$ cat config.mk
export PLATFORM = sky130hd
export DESIGN_NAME = uart_word_tx_flat
export DESIGN_NICKNAME = d
export VERILOG_FILES = /design/src/rtl/uart_word_tx_if.sv /design/src/rtl/uart_word_tx.sv /design/src/flat_wrapper.sv
export SDC_FILE = /design/constraint.sdc
export NUM_CORES = 1
export LEC_CHECK = 0
export BUFFER_PORTS_ARGS = -buffer_cell sky130_fd_sc_hd__buf_2
export CORE_ASPECT_RATIO = 1.1
export CORE_MARGIN = 8
export CORE_UTILIZATION = 50
export CTS_CLUSTER_DIAMETER = 60
export DETAILED_ROUTE_END_ITERATION = 16
export PLACE_DENSITY = 0.77
export SLEW_MARGIN = 0
export SYNTH_ARGS = -nofsm -noshare
export SYNTH_HDL_FRONTEND = slang
export SYNTH_SLANG_ARGS = --single-unit
$ cat constraint.sdc
create_clock -name clk -period 5.5 [get_ports clk]
set_input_delay 1.1 -clock clk [delete_from_list [all_inputs] [get_ports clk]]
set_output_delay 1.1 -clock clk [all_outputs]
set_load 0.03 [all_outputs]
$ cat src/rtl/uart_word_tx_if.sv
// uart_word_tx_if: word handshake between the frame FIFO side and the UART
// word transmitter.
// Handshake: a word moves on a rising clk edge where tx_vld && tx_rdy.
// tx_data only needs to be stable on that edge. tx_vld while tx_rdy is low is
// ignored. tx_done pulses for one cycle in the final cycle of the last stop bit.
interface uart_word_tx_if #(
    parameter int DATA_BYTE_WIDTH = 8
);
    logic [DATA_BYTE_WIDTH*8-1:0] tx_data;
    logic                         tx_vld;
    logic                         tx_rdy;
    logic                         tx_done;

    modport master (
        output tx_data,
        output tx_vld,
        input  tx_rdy,
        input  tx_done
    );

    modport slave (
        input  tx_data,
        input  tx_vld,
        output tx_rdy,
        output tx_done
    );
endinterface

$ cat src/rtl/uart_word_tx.sv
// uart_word_tx: accepts one DATA_BYTE_WIDTH-byte word and sends it as
// back-to-back 8N1 frames, least-significant byte first.
// Optional feature macro UART_TX_PARITY_EN: adds an even-parity bit after the
// data bits, so each byte takes 11 bit-times instead of 10.
// tx_rdy and tx_done are raised in the last cycle of the final stop bit. A
// waiting word is then taken on the edge that ends that stop bit, and its
// start bit follows with no idle cycle.
// CYCLES_PER_BIT must be at least 2.
module uart_word_tx #(
    parameter int CLK_FRE         = 50,
    parameter int BAUD_RATE       = 38400,
    parameter int DATA_BYTE_WIDTH = 8
) (
    input  logic                  clk,
    input  logic                  rst,
    uart_word_tx_if.slave         bus,
    output logic                  uart_tx,
    output logic [2:0]            dbg_state
);
    localparam int CYCLES_PER_BIT = CLK_FRE * 1000000 / BAUD_RATE;
    localparam int BAUD_W = (CYCLES_PER_BIT > 1) ? $clog2(CYCLES_PER_BIT) : 1;
    localparam int BYTE_W = $clog2(DATA_BYTE_WIDTH) + 1;
    localparam int DATA_W = DATA_BYTE_WIDTH * 8;

    typedef enum logic [2:0] {
        IDLE   = 3'd0,
        START  = 3'd1,
        DATA   = 3'd2,
        PARITY = 3'd3,
        STOP   = 3'd4
    } state_t;

    state_t              state_q, state_d;
    logic [BAUD_W-1:0]   baud_q, baud_d;
    logic [2:0]          bit_cnt_q, bit_cnt_d;
    logic [BYTE_W-1:0]   byte_cnt_q, byte_cnt_d;
    logic [DATA_W-1:0]   shift_q, shift_d;
    logic                uart_tx_q, uart_tx_d;
    logic                tx_rdy_q, tx_rdy_d;
    logic                tx_done_q, tx_done_d;

    logic                accept;
    logic                bit_end;
    logic                pre_end;
    logic                last_byte;
    logic [7:0]          cur_byte;
    logic [2:0]          nxt_bit;

    assign accept    = bus.tx_vld && tx_rdy_q;
    assign bit_end   = (baud_q == BAUD_W'(CYCLES_PER_BIT - 1));
    assign pre_end   = (baud_q == BAUD_W'(CYCLES_PER_BIT - 2));
    assign last_byte = (byte_cnt_q == BYTE_W'(DATA_BYTE_WIDTH - 1));
    assign cur_byte  = shift_q[7:0];
    assign nxt_bit   = bit_cnt_q + 3'd1;

    // Next-state and next-output computation for the frame sequencer.
    always_comb begin
        state_d    = state_q;
        baud_d     = baud_q;
        bit_cnt_d  = bit_cnt_q;
        byte_cnt_d = byte_cnt_q;
        shift_d    = shift_q;
        uart_tx_d  = uart_tx_q;
        tx_rdy_d   = tx_rdy_q;
        tx_done_d  = 1'b0;

        if (state_q == IDLE) begin
            baud_d = '0;
        end else begin
            baud_d = bit_end ? '0 : baud_q + BAUD_W'(1);
        end

        case (state_q)
            IDLE: begin
                uart_tx_d = 1'b1;
            end
            START: begin
                if (bit_end) begin
                    state_d   = DATA;
                    bit_cnt_d = 3'd0;
                    uart_tx_d = cur_byte[0];
                end
            end
            DATA: begin
                if (bit_end) begin
                    if (bit_cnt_q == 3'd7) begin
`ifdef UART_TX_PARITY_EN
                        state_d   = PARITY;
                        uart_tx_d = ^cur_byte;
`else
                        state_d   = STOP;
                        uart_tx_d = 1'b1;
`endif
                    end else begin
                        bit_cnt_d = nxt_bit;
                        uart_tx_d = cur_byte[nxt_bit];
                    end
                end
            end
`ifdef UART_TX_PARITY_EN
            PARITY: begin
                if (bit_end) begin
                    state_d   = STOP;
                    uart_tx_d = 1'b1;
                end
            end
`endif
            STOP: begin
                if (last_byte && pre_end) begin
                    tx_done_d = 1'b1;
                    tx_rdy_d  = 1'b1;
                end
                if (bit_end) begin
                    if (!last_byte) begin
                        byte_cnt_d = byte_cnt_q + BYTE_W'(1);
                        shift_d    = shift_q >> 8;
                        state_d    = START;
                        uart_tx_d  = 1'b0;
                    end else begin
                        state_d   = IDLE;
                        uart_tx_d = 1'b1;
                    end
                end
            end
            default: begin
                state_d   = IDLE;
                uart_tx_d = 1'b1;
                tx_rdy_d  = 1'b1;
            end
        endcase

        // A new word overrides whatever the sequencer was about to do.
        if (accept) begin
            state_d    = START;
            shift_d    = bus.tx_data;
            byte_cnt_d = '0;
            bit_cnt_d  = 3'd0;
            baud_d     = '0;
            uart_tx_d  = 1'b0;
            tx_rdy_d   = 1'b0;
        end
    end

    // State, counters and all outputs are registered; reset forces an idle line.
    always_ff @(posedge clk or posedge rst) begin
        if (rst) begin
            state_q    <= IDLE;
            baud_q     <= '0;
            bit_cnt_q  <= 3'd0;
            byte_cnt_q <= '0;
            shift_q    <= '0;
            uart_tx_q  <= 1'b1;
            tx_rdy_q   <= 1'b1;
            tx_done_q  <= 1'b0;
        end else begin
            state_q    <= state_d;
            baud_q     <= baud_d;
            bit_cnt_q  <= bit_cnt_d;
            byte_cnt_q <= byte_cnt_d;
            shift_q    <= shift_d;
            uart_tx_q  <= uart_tx_d;
            tx_rdy_q   <= tx_rdy_d;
            tx_done_q  <= tx_done_d;
        end
    end

    assign uart_tx     = uart_tx_q;
    assign bus.tx_rdy  = tx_rdy_q;
    assign bus.tx_done = tx_done_q;
    assign dbg_state   = state_q;
endmodule

$ cat src/flat_wrapper.sv
// flat-port wrapper written by rule: the top's interface ports become plain ports
module uart_word_tx_flat 
#(
    parameter int CLK_FRE         = 50,
    parameter int BAUD_RATE       = 38400,
    parameter int DATA_BYTE_WIDTH = 8
)
  (clk, rst, uart_tx, dbg_state, bus_tx_data, bus_tx_vld, bus_tx_rdy, bus_tx_done);
  uart_word_tx_if #(.DATA_BYTE_WIDTH(DATA_BYTE_WIDTH)) bus_i ();
  input  logic clk;
  input  logic rst;
  output logic uart_tx;
  output logic [2:0] dbg_state;
  input wire logic [$bits(bus_i.tx_data)-1:0] bus_tx_data;
  input wire logic [$bits(bus_i.tx_vld)-1:0] bus_tx_vld;
  output wire logic [$bits(bus_i.tx_rdy)-1:0] bus_tx_rdy;
  output wire logic [$bits(bus_i.tx_done)-1:0] bus_tx_done;
  assign bus_i.tx_data = bus_tx_data;
  assign bus_i.tx_vld = bus_tx_vld;
  assign bus_tx_rdy = bus_i.tx_rdy;
  assign bus_tx_done = bus_i.tx_done;
  uart_word_tx #(.CLK_FRE(CLK_FRE), .BAUD_RATE(BAUD_RATE), .DATA_BYTE_WIDTH(DATA_BYTE_WIDTH)) u_core (.clk(clk), .rst(rst), .bus(bus_i), .uart_tx(uart_tx), .dbg_state(dbg_state));
endmodule
After elaboration in Yosys (flattened, before gate mapping):

Cells that the tools add are included.

* register bits after elaboration: 88
* output and inout bits: 6
* logic and storage cells: 77

* $add $sub $neg: 3
* order comparisons: 1
* eq/ne operators: 16
* mux-type cells: 37
* reduce and logical (&&, ||, !) cells: 12

Operators with widths (number)
* two-way mux 64 bit: 4
* two-way mux 11 bit: 3
* two-way mux 3 bit: 9
* == test 11 bit (second input constant): 2
* two-way mux 4 bit: 4
* inequality test 3 x 1 -> 1 bit (second input constant): 5
* two-way mux 1 bit: 12
* case mux 3 bit (4 select lines): 1
* adder 11 x 1 -> 11 bit (second input constant): 1
* == test 3 bit (second input constant): 2
* inequality test 2 x 1 -> 1 bit (second input constant): 3
* case mux 3 bit (2 select lines): 1
* AND reduction 3 bit: 2
* AND reduction 5 bit: 1
* adder 4 x 1 -> 4 bit (second input constant): 1
* == test 4 x 3 -> 1 bit (second input constant): 1
* less-than comparator 3 x 4 -> 1 bit (second input constant): 1
* AND reduction 4 bit: 1
* nonzero test 2 bit: 2
* adder 3 x 1 -> 3 bit (second input constant): 1
* binary-select mux 1 bit (select 3 bit): 1
* == test 3 x 1 -> 1 bit (second input constant): 1
* == test 3 x 2 -> 1 bit (second input constant): 1
* zero test 3 bit: 1
* 7 further kinds: 8

Depth between registers and ports, before layout:

* depth after elaboration: 7
* gate-level depth with buffers: 8

Worst setup path before layout:

Ideal clock, no wire load.

* kind: input port to flip-flop
* from: input bus_tx_vld
* to: register u_core.shift_q[0]
* data arrival time: 1.955 ns
* data required time: 5.423 ns
* setup slack: 3.468 ns
* cell stages on the path: 5
* path buffers: 2
* path through: nand2_1 > clkbuf_1 > clkbuf_1 > nor2_1 > a21oi_1

* cells in the longest elaborated chain, start to end: 3
* elaborated cells on any way between the ends: 6
* those cells by class: eq/ne: 1; mux: 1; reduce/logical: 4

RTL lines
* start: declaration: line flat_wrapper.sv:15 `input wire logic [$bits(bus_i.tx_vld)-1:0] bus_tx_vld;`
* logical AND 1 bit (*): line uart_word_tx.sv:49 `assign accept = bus.tx_vld && tx_rdy_q;`
* inequality test 2 x 1 -> 1 bit (no line) or nonzero test 2 bit (tied branches)
* AND reduction 3 bit (no line)
* end signal: assignment: line uart_word_tx.sv:160 `shift_q <= shift_d;`
* end: declaration: line uart_word_tx.sv:37 `logic [DATA_W-1:0] shift_q, shift_d;`

Every way passes the cells marked *; elsewhere a longest branch is shown, timed or not.
A chain may end at the register's enable or synchronous reset.

Worst setup path after layout:

* from: register u_core.state_q[0], in the netlist u_core.dbg_state[0]
* to: register u_core.byte_cnt_q[2]

* cells in the longest elaborated chain, start to end: 3

RTL lines
* start: declaration: line uart_word_tx.sv:33 `state_t state_q, state_d;`
* start signal: assignment: line uart_word_tx.sv:156 `state_q <= state_d;`
* == test 3 bit: line uart_word_tx.sv:73 `case (state_q)`
* nonzero test 2 bit (no line)
* AND reduction 3 bit (no line)
* end signal: assignment: line uart_word_tx.sv:159 `byte_cnt_q <= byte_cnt_d;`
* end: declaration: line uart_word_tx.sv:36 `logic [BYTE_W-1:0] byte_cnt_q, byte_cnt_d;`

Every way passes these cells.

==> reports/results.tsv <==
metric	value	unit
cts_root_buffer	clkbuf_8	
die_h	114.7	µm
cts_made_buffers	9	
syn_area	0.004432	mm²
final_util	0.5707	
clk_latency	0.36	ns
grt_pass1_wl	18110	µm
ys.warnings.count	0	
cap_violations	0	
vias	3905	
ys_top_cells_by_area	dfrtp_1 49%, a31oi_1 8.0%, o21ai_0 7.7%, a21oi_1 7.0%, nor2_1 6.2%	
hold_path.class	reg -> reg	
setup_slack	3.110	ns
htreeDepth	3	
rsz0062_at_grt	false	
start_util	0.5072	
dieArea	0.01214	mm²
ys_seq_elements	88	
gr-usage-all-layers	0.1802	
ctsHoldBuffers	0	
n_antenna_cell	0	
wire_per_inst	16.52	µm
synth_xor_area_frac	0.01779	
worstPathRequired	5.75	ns
preCtsSetupSlack	2.932	ns
place_congestion	0.8043	
synth.net_count	574	
crit_family	simple AND/OR/NAND/NOR gates	
cp_cell_sequence	nor3b_2 -> and2_2 -> a31oi_1 -> a31o_2	
synthDistinctLibCells	46	
grt_antenna_before_repair	0	
finClkSkew	0.01374	ns
grt_pass1_vias	3966	
yosys.area.top_type_share	0.4856	
coreArea	0.008738	mm²
drtPass1Iterations	5	
clk_path_buf_depth	2	
synth_top_family_by_area	compound AO/OA/AOI/OAI gates	
critPathMaxStageDelay	0.95	ns
outcome	finished clean	
power-per-cell-area	309.0	mW/mm²
cts.clk_slew.worst_paths	0.08	ns
nets	616	
endpoint_kind	flop	
hpwlAfterDp	6888	µm
num_rows	36	
setup_viol	0	
path_buf_inv	0	
drive_gt1_frac	0.1901	
slowest_stage	and2_2	
die_w	105.8	µm
ys.flop_type	dfrtp_1	
ant_nets	0	
drv_slew	0	
overflow	0	
startpoint_type	flop	
cts_tree	yes	
maxSlewHeadroom	0.2119	
pin_count	73	
cp.arrival	2.64	ns
first_iter_violations	264	
synth_enable_flop_cells	0	
cts_sinks	88	
synth_top_area_cell	dfrtp_1	
critPathKind	reg -> reg	
min_period	2.391	ns
timing.final.crit_share	0.4346	
fmax	0.4183	GHz
postCtsResizedCells	0	
ys_seq_area_frac	0.4975	
wirelength	10920	µm
power_leakage	2.025	nW
synthMuxAreaShare	0.01666	
worstMarginPinSlew	1.182	ns
syn_inst	501	
vias_per_cell	5.908	
area_growth	12.54	%
synth.avg_cell_area	8.846	µm²
async_flop_share	1.000	
ir_drop	205.3	µV
synth-simple-area-share	0.1431	
synth_compound_area_frac	0.2558	
drc	0	
fillCellCount	810	
fin_tns_setup	0	ns
synthAdderAreaFrac	0.01694	
post_cts_buffers	0	
portBuffers	72	
grt_max_degree	73	
hold_viol_final	0	
critPathMaxFanout	58	
-- logic make-up (layout without fill, tap and decap cells) --
logic type,count (synthesis),count (layout)
DFF,88,88
AOI/OAI and AO/OA,202,202
adders and majority gates,6,6
buffers and inverters,53,99
xor gates and xnor gates,9,9
muxes,6,6
and+or+nand+nor,137,137
-- report_power, final --
group | total [W] | internal [W] | switching, W
logic | 0.000210 | 0.000101 | 0.000110
clock network | 0.000480 | 0.000254 | 0.000226
registers | 0.000851 | 0.000771 | 0.0000798
-- cell usage in the layout, fill, tap and decap left out, drive strengths merged, types with 3 or more instances in the layout --
master	n
xnor2	7
nor2b	5
and2	3
buf	78
nor2	73
ha	6
nor3	4
nor3b	3
a31oi	57
nand3	8
inv	6
mux2i	4
nand2	26
o21ai	68
a21oi	62
dfrtp	86
clkbuf	10
-- final cells by class --
| cell class | count | area [µm²] | area share |
|---|---|---|---|
| sequential | 88 | 2205 | 0.4420 |
| multi-input combinational | 360 | 2002 | 0.4014 |
| timing repair buffer | 78 | 405.4 | 0.08128 |
| tap | 114 | 142.6 | 0.02860 |
| clock buffer | 10 | 127.6 | 0.02559 |
| clock inverter | 5 | 81.33 | 0.01631 |
| inverter | 6 | 23.77 | 0.004767 |
-- layer usage --
metal,wire length (µm),vias up,track usage
met5,0,-,0
met4,252,0,0.08545
met3,527,20,0.03195
met2,5405,109,0.3018
li1,-,1880,-
met1,4734,1896,0.2214
-- synth_stat cells, types with 3 or more instances --
library cell,instances
a31oi_1,57
inv_1,6
and2_1,3
nor2b_1,5
clkbuf_1,27
nand2_1,26
dfrtp_1,86
o21ai_0,68
a21oi_1,62
buf_2,14
mux2i_1,4
nand3_1,8
nor2_1,73
ha_1,6
xnor2_1,7
nor3_1,4
buf_4,4
-- through the flow --
| step | hold slack [ns] | total power [W] | cells | instance area (µm²) |
|---|---|---|---|---|
| floorplan | 0.4771 | 0.0009893 | 501 | 4432 |
| global placement | 0.4954 | 0.001056 | 646 | 4778 |
| detailed placement | 0.5139 | 0.001074 | 646 | 4778 |
| CTS | 0.5331 | 0.001550 | 661 | 4987 |
| global route | 0.5647 | 0.001624 | 661 | 4987 |
| finish | 0.5312 | 0.001541 | 661 | 4987 |
-- flip-flops by register name (all words and copies together), names as in the netlist --
signal / cells
u_core.bus.tx_done: 1
u_core.bus.tx_rdy: 1
u_core.dbg_state: 3
u_core.bit_cnt_q: 3
u_core.baud_q: 11
u_core.uart_tx: 1
u_core.byte_cnt_q: 4
u_core.shift_q: 64
-- worst register-to-register path, cell delays in order, from the launching register on --
cell and delay, ns:
dfrtp_1 0.54, nor3b_2 0.34, and2_2 0.95, a31oi_1 0.20, a31o_2 0.26
-- final timing paths --
path | startpoint | to | slack (ns) | cells past startpoint
setup reg to reg | u_core.dbg_state[0]$_DFFE_PP0P_ | u_core.byte_cnt_q[2]$_DFFE_PP0P_ | 3.11 | 4
setup / recovery | u_core.dbg_state[0]$_DFFE_PP0P_ | u_core.byte_cnt_q[2]$_DFFE_PP0P_ | 3.11 | 4
hold reg to reg | u_core.bit_cnt_q[1]$_DFFE_PP0P_ | u_core.bit_cnt_q[1]$_DFFE_PP0P_ | 0.53 | 1
min in group asynchronous | rst | u_core.shift_q[4]$_DFFE_PP0P_ | 0.93 | 2
hold / removal | u_core.bit_cnt_q[1]$_DFFE_PP0P_ | u_core.bit_cnt_q[1]$_DFFE_PP0P_ | 0.53 | 1
max in group asynchronous | rst | u_core.shift_q[7]$_DFFE_PP0P_ | 3.58 | 3
Note: power is estimated with default switching activity, not from simulation.
